<file path="src/rtl/axi_pkg.sv">
// Shared definitions for the AXI4-Lite to native bridge: response codes,
// bridge FSM state encoding and response-code helper.
package axi_pkg;

  localparam logic [1:0] RESP_OKAY   = 2'b00;
  localparam logic [1:0] RESP_SLVERR = 2'b10;

  typedef enum logic [2:0] {
    IDLE    = 3'd0,
    RD_REQ  = 3'd1,
    RD_RESP = 3'd2,
    WR_REQ  = 3'd3,
    WR_RESP = 3'd4
  } bridge_state_e;

  function automatic logic [1:0] resp_of(input logic err);
    if (err) begin
      return RESP_SLVERR;
    end else begin
      return RESP_OKAY;
    end
  endfunction

endpackage

</file>
<file path="src/rtl/axi_bridge_timer.sv">
// Access timeout counter for the native request phase; expired_o flags the
// last wait cycle so the bridge can abort on the following edge.
module axi_bridge_timer #(
  parameter int unsigned TIMEOUT_CYCLES = 256
) (
  input  logic clk_i,
  input  logic rst_i,
  input  logic start_i,
  input  logic run_i,
  input  logic ack_i,
  output logic expired_o
);

  localparam int unsigned CNT_W = $clog2(TIMEOUT_CYCLES + 1);
  localparam logic [CNT_W-1:0] LAST_CNT = CNT_W'(TIMEOUT_CYCLES - 1);

  logic [CNT_W-1:0] cnt_q;
  logic [CNT_W-1:0] cnt_d;

  // Next count: clear on request entry, advance while waiting for ack.
  always_comb begin
    cnt_d = cnt_q;
    if (start_i) begin
      cnt_d = '0;
    end else if (run_i && !ack_i) begin
      cnt_d = cnt_q + CNT_W'(1);
    end else begin
      cnt_d = cnt_q;
    end
  end

  // Count register.
  always_ff @(posedge clk_i or posedge rst_i) begin
    if (rst_i) begin
      cnt_q <= '0;
    end else begin
      cnt_q <= cnt_d;
    end
  end

  // An ack in the expiry cycle wins, so expiry is masked by ack_i.
  assign expired_o = run_i && !ack_i && (cnt_q == LAST_CNT);

endmodule

</file>
<file path="src/rtl/axi_lite_native_bridge.sv">
// AXI4-Lite responder converting one transaction at a time into a native
// req/ack access. Optional access timeout: define AXI_BRIDGE_TIMEOUT_EN.
module axi_lite_native_bridge
  import axi_pkg::*;
#(
  parameter int unsigned ADDR_W         = 16,
  parameter int unsigned TIMEOUT_CYCLES = 256
) (
  input  logic              clk_i,
  input  logic              rst_i,
  input  logic              arvalid_i,
  output logic              aready_o,
  input  logic [31:0]       araddr_i,
  output logic              rvalid_o,
  input  logic              rready_i,
  output logic [31:0]       rdata_o,
  output logic [1:0]        rresp_o,
  input  logic              awvalid_i,
  output logic              awready_o,
  input  logic [31:0]       awaddr_i,
  input  logic              wvalid_i,
  output logic              wready_o,
  input  logic [31:0]       wdata_i,
  input  logic [3:0]        wstrb_i,
  output logic              bvalid_o,
  input  logic              bready_i,
  output logic [1:0]        bresp_o,
  output logic              req_o,
  output logic              we_o,
  output logic [ADDR_W-1:0] addr_o,
  output logic [31:0]       wdata_o,
  output logic [3:0]        wstrb_o,
  input  logic              ack_i,
  input  logic [31:0]       rdata_i,
  input  logic              err_i
);

  bridge_state_e     state_q, state_d;
  logic              req_q, req_d;
  logic              we_q, we_d;
  logic [ADDR_W-1:0] addr_q, addr_d;
  logic [31:0]       wdata_q, wdata_d;
  logic [3:0]        wstrb_q, wstrb_d;
  logic              rvalid_q, rvalid_d;
  logic [31:0]       rdata_q, rdata_d;
  logic [1:0]        rresp_q, rresp_d;
  logic              bvalid_q, bvalid_d;
  logic [1:0]        bresp_q, bresp_d;

  logic              ar_hs_s;
  logic              aw_hs_s;
  logic              timer_start_s;
  logic              timeout_s;
  logic              unused_addr_hi;

  assign unused_addr_hi = ^{araddr_i[31:ADDR_W], awaddr_i[31:ADDR_W]};

`ifdef AXI_BRIDGE_TIMEOUT_EN
  axi_bridge_timer #(
    .TIMEOUT_CYCLES(TIMEOUT_CYCLES)
  ) u_timer (
    .clk_i    (clk_i),
    .rst_i    (rst_i),
    .start_i  (timer_start_s),
    .run_i    (req_q),
    .ack_i    (ack_i),
    .expired_o(timeout_s)
  );
`else
  logic unused_timeout;
  assign unused_timeout = (TIMEOUT_CYCLES == 0) ^ timer_start_s;
  assign timeout_s      = 1'b0;
`endif

  // Address-phase handshakes; read wins, AW and W only accepted together.
  always_comb begin
    ar_hs_s = 1'b0;
    aw_hs_s = 1'b0;
    if (state_q == IDLE) begin
      ar_hs_s = arvalid_i;
      aw_hs_s = !arvalid_i && awvalid_i && wvalid_i;
    end else begin
      ar_hs_s = 1'b0;
      aw_hs_s = 1'b0;
    end
  end

  assign aready_o  = ar_hs_s;
  assign awready_o = aw_hs_s;
  assign wready_o  = aw_hs_s;

  // Next-state and registered-output logic.
  always_comb begin
    state_d       = state_q;
    req_d         = req_q;
    we_d          = we_q;
    addr_d        = addr_q;
    wdata_d       = wdata_q;
    wstrb_d       = wstrb_q;
    rvalid_d      = rvalid_q;
    rdata_d       = rdata_q;
    rresp_d       = rresp_q;
    bvalid_d      = bvalid_q;
    bresp_d       = bresp_q;
    timer_start_s = 1'b0;

    case (state_q)
      IDLE: begin
        if (ar_hs_s) begin
          state_d       = RD_REQ;
          req_d         = 1'b1;
          we_d          = 1'b0;
          addr_d        = araddr_i[ADDR_W-1:0];
          timer_start_s = 1'b1;
        end else if (aw_hs_s) begin
          state_d       = WR_REQ;
          req_d         = 1'b1;
          we_d          = 1'b1;
          addr_d        = awaddr_i[ADDR_W-1:0];
          wdata_d       = wdata_i;
          wstrb_d       = wstrb_i;
          timer_start_s = 1'b1;
        end else begin
          state_d = IDLE;
        end
      end
      RD_REQ: begin
        if (ack_i) begin
          state_d  = RD_RESP;
          req_d    = 1'b0;
          rvalid_d = 1'b1;
          rdata_d  = rdata_i;
          rresp_d  = resp_of(err_i);
        end else if (timeout_s) begin
          state_d  = RD_RESP;
          req_d    = 1'b0;
          rvalid_d = 1'b1;
          rdata_d  = 32'h0000_0000;
          rresp_d  = RESP_SLVERR;
        end else begin
          state_d = RD_REQ;
        end
      end
      RD_RESP: begin
        if (rready_i) begin
          state_d  = IDLE;
          rvalid_d = 1'b0;
        end else begin
          state_d = RD_RESP;
        end
      end
      WR_REQ: begin
        if (ack_i) begin
          state_d  = WR_RESP;
          req_d    = 1'b0;
          bvalid_d = 1'b1;
          bresp_d  = resp_of(err_i);
        end else if (timeout_s) begin
          state_d  = WR_RESP;
          req_d    = 1'b0;
          bvalid_d = 1'b1;
          bresp_d  = RESP_SLVERR;
        end else begin
          state_d = WR_REQ;
        end
      end
      WR_RESP: begin
        if (bready_i) begin
          state_d  = IDLE;
          bvalid_d = 1'b0;
        end else begin
          state_d = WR_RESP;
        end
      end
      default: begin
        state_d  = IDLE;
        req_d    = 1'b0;
        rvalid_d = 1'b0;
        bvalid_d = 1'b0;
      end
    endcase
  end

  // State and output registers; reset discards any transaction in flight.
  always_ff @(posedge clk_i or posedge rst_i) begin
    if (rst_i) begin
      state_q  <= IDLE;
      req_q    <= 1'b0;
      we_q     <= 1'b0;
      addr_q   <= '0;
      wdata_q  <= 32'h0000_0000;
      wstrb_q  <= 4'h0;
      rvalid_q <= 1'b0;
      rdata_q  <= 32'h0000_0000;
      rresp_q  <= 2'b00;
      bvalid_q <= 1'b0;
      bresp_q  <= 2'b00;
    end else begin
      state_q  <= state_d;
      req_q    <= req_d;
      we_q     <= we_d;
      addr_q   <= addr_d;
      wdata_q  <= wdata_d;
      wstrb_q  <= wstrb_d;
      rvalid_q <= rvalid_d;
      rdata_q  <= rdata_d;
      rresp_q  <= rresp_d;
      bvalid_q <= bvalid_d;
      bresp_q  <= bresp_d;
    end
  end

  assign req_o    = req_q;
  assign we_o     = we_q;
  assign addr_o   = addr_q;
  assign wdata_o  = wdata_q;
  assign wstrb_o  = wstrb_q;
  assign rvalid_o = rvalid_q;
  assign rdata_o  = rdata_q;
  assign rresp_o  = rresp_q;
  assign bvalid_o = bvalid_q;
  assign bresp_o  = bresp_q;

endmodule
</file>
<file path="config.mk">
export PLATFORM = sky130hd
export DESIGN_NAME = axi_lite_native_bridge
export DESIGN_NICKNAME = d
export VERILOG_FILES = /design/src/rtl/axi_pkg.sv /design/src/rtl/axi_bridge_timer.sv /design/src/rtl/axi_lite_native_bridge.sv
export SDC_FILE = /design/constraint.sdc
export NUM_CORES = 1
export LEC_CHECK = 0
export CAP_MARGIN = 0
export CORE_UTILIZATION = 40
export DETAILED_ROUTE_END_ITERATION = 10
export GPL_ROUTABILITY_DRIVEN = 0
export PLACE_DENSITY = 0.86
export SETUP_SLACK_MARGIN = 0.05
export SLEW_MARGIN = 20
export SYNTH_ARGS = -nofsm -noshare
export SYNTH_HDL_FRONTEND = slang
export SYNTH_SLANG_ARGS = --single-unit
</file>
<file path="constraint.sdc">
create_clock -name clk_i -period 6.4 [get_ports clk_i]
set_input_delay 1.28 -clock clk_i [delete_from_list [all_inputs] [get_ports clk_i]]
set_output_delay 1.28 -clock clk_i [all_outputs]
set_load 0.03 [all_outputs]
</file>
==> Implementation_results.wiki, run 1 <==
{| class="wikitable"
! Metric !! Value
|-
| Result of the run || complete, no violations
|-
| Maximum root-to-sink buffer count || 2
|-
| Post-cts sizing count || 0
|-
| Most used standard cell by instance count after synthesis || dfrtp_1
|-
| Count of nets after finishing || just over 600
|-
| Sequential element share of the synthesized area || approximately three fifths
|-
| Worst hold slack after final layout || between 400 and 500 ps
|-
| Number of max-slew violations in the final report || 0
|-
| Data arrival time at the worst-slack endpoint || between 3000 and 4000 ps
|-
| Num Clock Sinks || 93
|-
| Largest cells by area after synthesis || dfrtp_1, mux2_2, mux2_1
|-
| Clock network latency to the later pin of the worst-skew pair || ~360 ps
|-
| Chip Width || 100 µm
|-
| Global Route met3 Usage || between 6 and 7%
|-
| Vias in the first global route || about 3100
|-
| CTS tree || yes
|-
| Count of different cell masters after synthesis || 33
|-
| Setup fix buffers added after clock tree synthesis || 0
|-
| Share of layout cells above drive strength 1 || between 10% and 20%
|-
| Final setup slack of the worst path || ~1600 ps
|-
| Clock-pin slew on the worst setup and hold paths || approximately 90 ps
|-
| Count of antenna diodes in the layout || 0
|-
| Final setup fails || 0
|-
| Tot GR Track Use || approximately a fifth
|-
| Final Hold Viols || 0
|-
| Final cycle utilization of the critical path || about three quarters
|-
| Required arrival time at the worst endpoint || approximately 5100 ps
|-
| Layout overhead on the synthesized area || 57.9%
|-
| Top-Level Pins || roughly 240
|-
| Setup Total Neg Slack || 0 ps
|-
| Max-Slew Margin vs Limit || between 40 and 50%
|-
| Area fraction of the dominant cell type after synthesis || 60.2%
|-
| Port bufs || roughly 200
|-
| Cts-stage hold buffer count || 0
|-
| Global routing met2 resource utilization || about a third
|-
| Post-synthesis cell type with the largest combined area || dfrtp_1
|-
| Routed length per placed instance || 16.2 µm
|-
| Synthesized area per cell || 13.7 µm²
|-
| Leak Pwr || between 2 and 2.5 nW
|-
| Minimum clock period || between 4000 and 5000 ps
|-
| First-pass GRT wire length || approximately 15000 µm
|-
| GR peak layer || met2
|-
| Starting density of the core || a little over two fifths
|-
| Antenna violations before repair || 0
|-
| Core ar. || 9280 µm²
|-
| Die Area || between 10000 and 15000 µm²
|-
| Via count normalized by instance count || 4.94
|-
| Global route overflow || 0
|-
| Maximum capacitance violations || 0
|-
| Fill count || 740
|-
| Setup slack at placement || between 1500 and 2000 ps
|-
| Slack of the worst reg-to-reg path || 4160 ps
|-
| Die height || 100 µm
|-
| Synthesized cell area || between 3000 and 4000 µm²
|-
| Placement Rows || 35
|-
| Via count || slightly above 3000
|-
| Total power of the final layout || 3.18 mW
|-
| Least-Margin Pin Slew || ~830 ps
|-
| Hold crit path type || flop to flop
|-
| Initial DRC count || 40
|-
| Nature of the critical path startpoint || primary input
|-
| Count of synthesis-stage warnings from yosys || 0
|-
| Setup crit end kind || primary output
|-
| Gate Count Post-Synth || between 200 and 300
|-
| Largest net degree at the start of global routing || 94
|-
| Cts bufs inserted || 9
|-
| HPWL after detailed placement || 7170 µm
|-
| Number of antenna-violating nets in the routed design || 0
|-
| Setup skew after layout || around 15 ps
|-
| Fraction of synthesis flops using an asynchronous set or reset pin || between 90% and 100%
|-
| Commonest cells in the netlist || dfrtp_1, mux2_2, mux2_1
|-
| Cell at the root of the clock tree || clkbuf_8
|-
| Cell area power density || between 500 and 600 nW/µm²
|-
| First-pass detailed-route iteration total || 4
|-
| Setup Crit Path Kind || primary input to primary output
|-
| Top achievable clock speed || roughly 210 MHz
|-
| Setup repair after global routing missed its margin || no
|-
| Worst supply voltage drop on vdd || 0.339 mV
|-
| Synth Flop Type || dfrtp_1
|-
| Number of synthesized register bits || 93
|-
| # DRC || 0
|-
| Routed WL || 9860 µm
|-
| Number of flops mapped to enable cells by yosys || 0
|-
| Top fanout value on the critical path || 38
|-
| GR Layer Usage met1 || 22.8%
|-
| H-tree level count || 3
|}
stage by stage:
| step | cell area (µm²) | utilization (%) | cells |
|---|---|---|---|
| 6_report | 6110 | 65.8 | 610 |
| 5_1_grt | 6110 | 65.8 | 610 |
| 4_1_cts | 6110 | 65.8 | 610 |
| 3_5_place_dp | 5920 | 63.8 | 594 |
| 3_3_place_gp | 5920 | 63.8 | 594 |
| 2_1_floorplan | 3870 | - | 284 |
worst paths after layout:
path	end	cells after the start	from
setup reg to reg	wdata_o[25]	4	state_q[2]
hold reg to reg	we_o	2	we_o
max in group asynchronous	addr_o[14]	2	rst_i
min in group asynchronous	rdata_o[24]	2	rst_i
hold / removal	we_o	2	we_o
setup / recovery	wready_o	5	awvalid_i
logic make-up (layout without fill, tap and decap cells):
group	after synthesis	after routing	synth area share, %
muxes	72	72	21.0
AOI/OAI and AO/OA	53	53	9.38
other	1	2	0.0970
buffers and inverters	34	231	5.05
and+or+nand+nor	30	30	4.34
DFF	93	93	60.2
cells in the final DEF (no fill, tap or decap), drive strengths merged:
cell type,netlist,layout
nand3b,1,1
clkbuf,3,9
dfrtp,93,93
nand2,10,10
nor3b,1,1
nor2,12,12
a2bb2oi,1,1
a31oi,1,1
a31o,2,2
buf,18,1
conb,1,2
or3,1,1
o31ai,1,1
nand3,1,1
a41oi,10,10
clkinv,1,3
nor3,2,2
a211o,1,1
clkdlybuf4s50,0,201
and2,1,1
inv,12,15
o211ai,12,12
a21oi,11,11
clkinvlp,0,2
mux2,72,72
o21ai,14,14
or4b,1,1
critical path, cell delays in order:
cell and delay [ps]:
clkdlybuf4s50_1 470, and2_1 420, nand3_4 220, inv_4 410, clkdlybuf4s50_1 760
where the power goes:
part / switching, mW / internal, mW
clock: 0.221 / 0.147
combinational: 0.972 / 0.798
sequential: 0.167 / 0.880
total: 1.36 / 1.82
layer usage:
layer  share of wire (%)  vias up
met5                   0        -
met1                  39     1479
met2                  50      139
met3                 8.8       13
met4                 1.6        0
li1                    -     1385
final cells by class:
cell class	count	area [µm²]	share of cell area (%)
clock buffers	9	124	2.03
inverters	13	61.3	1.00
flip-flops and latches	93	2330	38.1
multi-input cells	157	1360	22.2
well taps	129	161	2.64
clock inverters	7	57.6	0.943
repair buffers	202	2020	33.1
state kept, by name (all words and copies together), names as in the netlist:
name,cells
state_q,3
rvalid_o,1
addr_o,16
wstrb_o,4
bresp_o,1
rdata_o,32
req_o,1
bvalid_o,1
we_o,1
wdata_o,32
rresp_o,1
No activity file was read; power rests on OpenSTA's default activity.
==> inputs of run 2 (changes only) <==
- CORE_UTILIZATION: 40 -> 34
- PLACE_DENSITY: 0.86 -> 0.77
- clock period: 6.4 -> 4.3 ns (I/O delays scaled with it)
==> run 2 against run 1 <==
Compared with the run above: register-to-register slack worse by 2200 ps; combinational power is 48% higher; critical path depth is 1 lower; critical endpoint is now aready_o; clock power is 110% higher.
==> Implementation_results.wiki, run 2 (synthesis results as in run 1) <==
{| class="wikitable"
! Metric !! Value
|-
| Result of the run || complete, no violations
|-
| Cell area power density || 794 nW/µm²
|-
| Final setup fails || 0
|-
| H-tree level count || 3
|-
| Data arrival time at the worst-slack endpoint || 2850 ps
|-
| Flip-flop and latch area || roughly 2300 µm²
|-
| # DRC || 0
|-
| Least-Margin Pin Slew || between 600 and 700 ps
|-
| Setup skew after layout || roughly 6.7 ps
|-
| Crit-path cells || clkdlybuf4s50_1, or4b_4, clkinv_4, clkdlybuf4s50_1
|-
| Placement Rows || 38
|-
| Setup crit end kind || primary output
|-
| Top library cells by usage in the layout, fill and taps aside || clkdlybuf4s50_1, dfrtp_1, mux2_2, mux2_1, o21ai_0
|-
| Worst supply voltage drop on vdd || 0.362 mV
|-
| Initial DRC count || slightly above 90
|-
| Vias in the first global route || between 3000 and 4000
|-
| Maximum capacitance violations || 0
|-
| Core ar. || approximately 11000 µm²
|-
| Cts bufs inserted || 9
|-
| Setup repair after global routing missed its margin || no
|-
| Final Hold Viols || 0
|-
| Top-Level Pins || around 240
|-
| Die Area || about 12000 µm²
|-
| Num Clock Sinks || 93
|-
| Number of antenna-violating nets in the routed design || 0
|-
| Top fanout value on the critical path || 18
|-
| Routed length per placed instance || 15.4 µm
|-
| Layout overhead on the synthesized area || 61.8%
|-
| Largest net degree at the start of global routing || 56
|-
| Starting density of the core || 35.2%
|-
| Setup fix buffers added after clock tree synthesis || 0
|-
| Critical Path Max Stage Delay || 690 ps
|-
| CTS tree || yes
|-
| Cell at the root of the clock tree || clkbuf_16
|-
| Critical-path cell with the highest stage delay || clkdlybuf4s50_1
|-
| HPWL after detailed placement || roughly 7000 µm
|-
| Fill count || between 900 and 1000
|-
| Via count || around 3000
|-
| First-pass detailed-route iteration total || 6
|-
| Chip Width || around 110 µm
|-
| Setup Crit Path Kind || primary input to primary output
|-
| Area of combinational cells with multiple inputs || about 1400 µm²
|-
| Slack of the worst reg-to-reg path || ~1900 ps
|-
| Via count normalized by instance count || roughly 4.8
|-
| Clock network latency to the later pin of the worst-skew pair || 330 ps
|-
| Tot GR Track Use || between 15 and 20%
|-
| Routed WL || 9610 µm
|-
| Most frequent standard cell in the layout excluding fill and tap cells || clkdlybuf4s50_1
|-
| Most used cell, CP || clkdlybuf4s50_1
|-
| First-pass GRT wire length || 15100 µm
|-
| Port bufs || 201
|-
| Nature of the critical path startpoint || primary input
|-
| Die height || 109 µm
|-
| Maximum root-to-sink buffer count || 2
|-
| Leak Pwr || ~2.6 nW
|-
| Hold crit path type || flop to flop
|-
| Number of max-slew violations in the final report || 0
|-
| Clock-pin slew on the worst setup and hold paths || approximately 60 ps
|-
| Count of antenna diodes in the layout || 0
|-
| Top achievable clock speed || 269 MHz
|-
| Count of nets after finishing || between 600 and 700
|-
| Post-cts sizing count || 0
|-
| Setup Total Neg Slack || 0 ps
|-
| Total power of the final layout || 4.97 mW
|-
| Global route overflow || 0
|-
| Final cycle utilization of the critical path || between 80% and 90%
|-
| Minimum clock period || 3710 ps
|-
| Max-Slew Margin vs Limit || 55.0%
|-
| Antenna violations before repair || 0
|-
| Required arrival time at the worst endpoint || 3440 ps
|-
| Cts-stage hold buffer count || 0
|-
| Share of layout cells above drive strength 1 || between 10% and 20%
|}
-- run 2: cell count changes in the layout (fill, tap and decap cells not counted), moves of 2 or more --
cell and change:
inv_6 -2, clkbuf_8 -9, buf_4 +3, clkbuf_16 +9
-- run 2: cell type report --
class                   instances  share of cell area [%]
flip-flops and latches         93                    37.2
repair buffers                205                    32.6
multi-input cells             157                    21.7
clock buffers                   9                    3.60
well taps                     140                    2.80
clock inverters                 7                    1.20
inverters                      13                   0.940
-- run 2: worst paths after layout --
kind | startpoint | to | cells after the start
min in group asynchronous | rst_i | wstrb_o[2] | 2
max reg2reg | state_q[2] | wdata_o[24] | 5
min | wdata_o[12] | wdata_o[12] | 1
max | arvalid_i | aready_o | 4
min reg2reg | wdata_o[12] | wdata_o[12] | 1
max in group asynchronous | rst_i | wdata_o[7] | 3
-- run 2: critical path, delay by kind of cell --
family | cells | cell delay [ps]
buffers and inverters | 3 | 1380
AND/OR/NAND/NOR | 1 | 610
-- run 2: metrics by stage --
step	area (µm²)	utilization (%)	setup slack, ps	instances	hold slack, ps
2_1_floorplan	3870	-	1020	284	571
3_3_place_gp	5960	54.2	587	608	462
3_5_place_dp	5960	54.2	579	608	475
4_1_cts	6260	57.0	580	624	489
5_1_grt	6260	57.0	510	624	503
6_report	6260	57.0	586	624	481
-- run 2: per-layer routing --
metal | vias up | GRT usage [%] | share of wire, % | wire (µm)
met5 | - | 0 | 0 | 0
met4 | 0 | 7.72 | 2.3 | 219
met3 | 17 | 5.38 | 9.0 | 865
met2 | 138 | 27.8 | 49 | 4700
met1 | 1468 | 19.5 | 40 | 3830
li1 | 1392 | - | - | -
-- run 2: report_power, final --
| part | switching, mW | internal (mW) |
|---|---|---|
| Clock | 0.334 | 0.452 |
| Sequential | 0.246 | 1.31 |
| Combinational | 1.43 | 1.19 |
| Total | 2.01 | 2.95 |
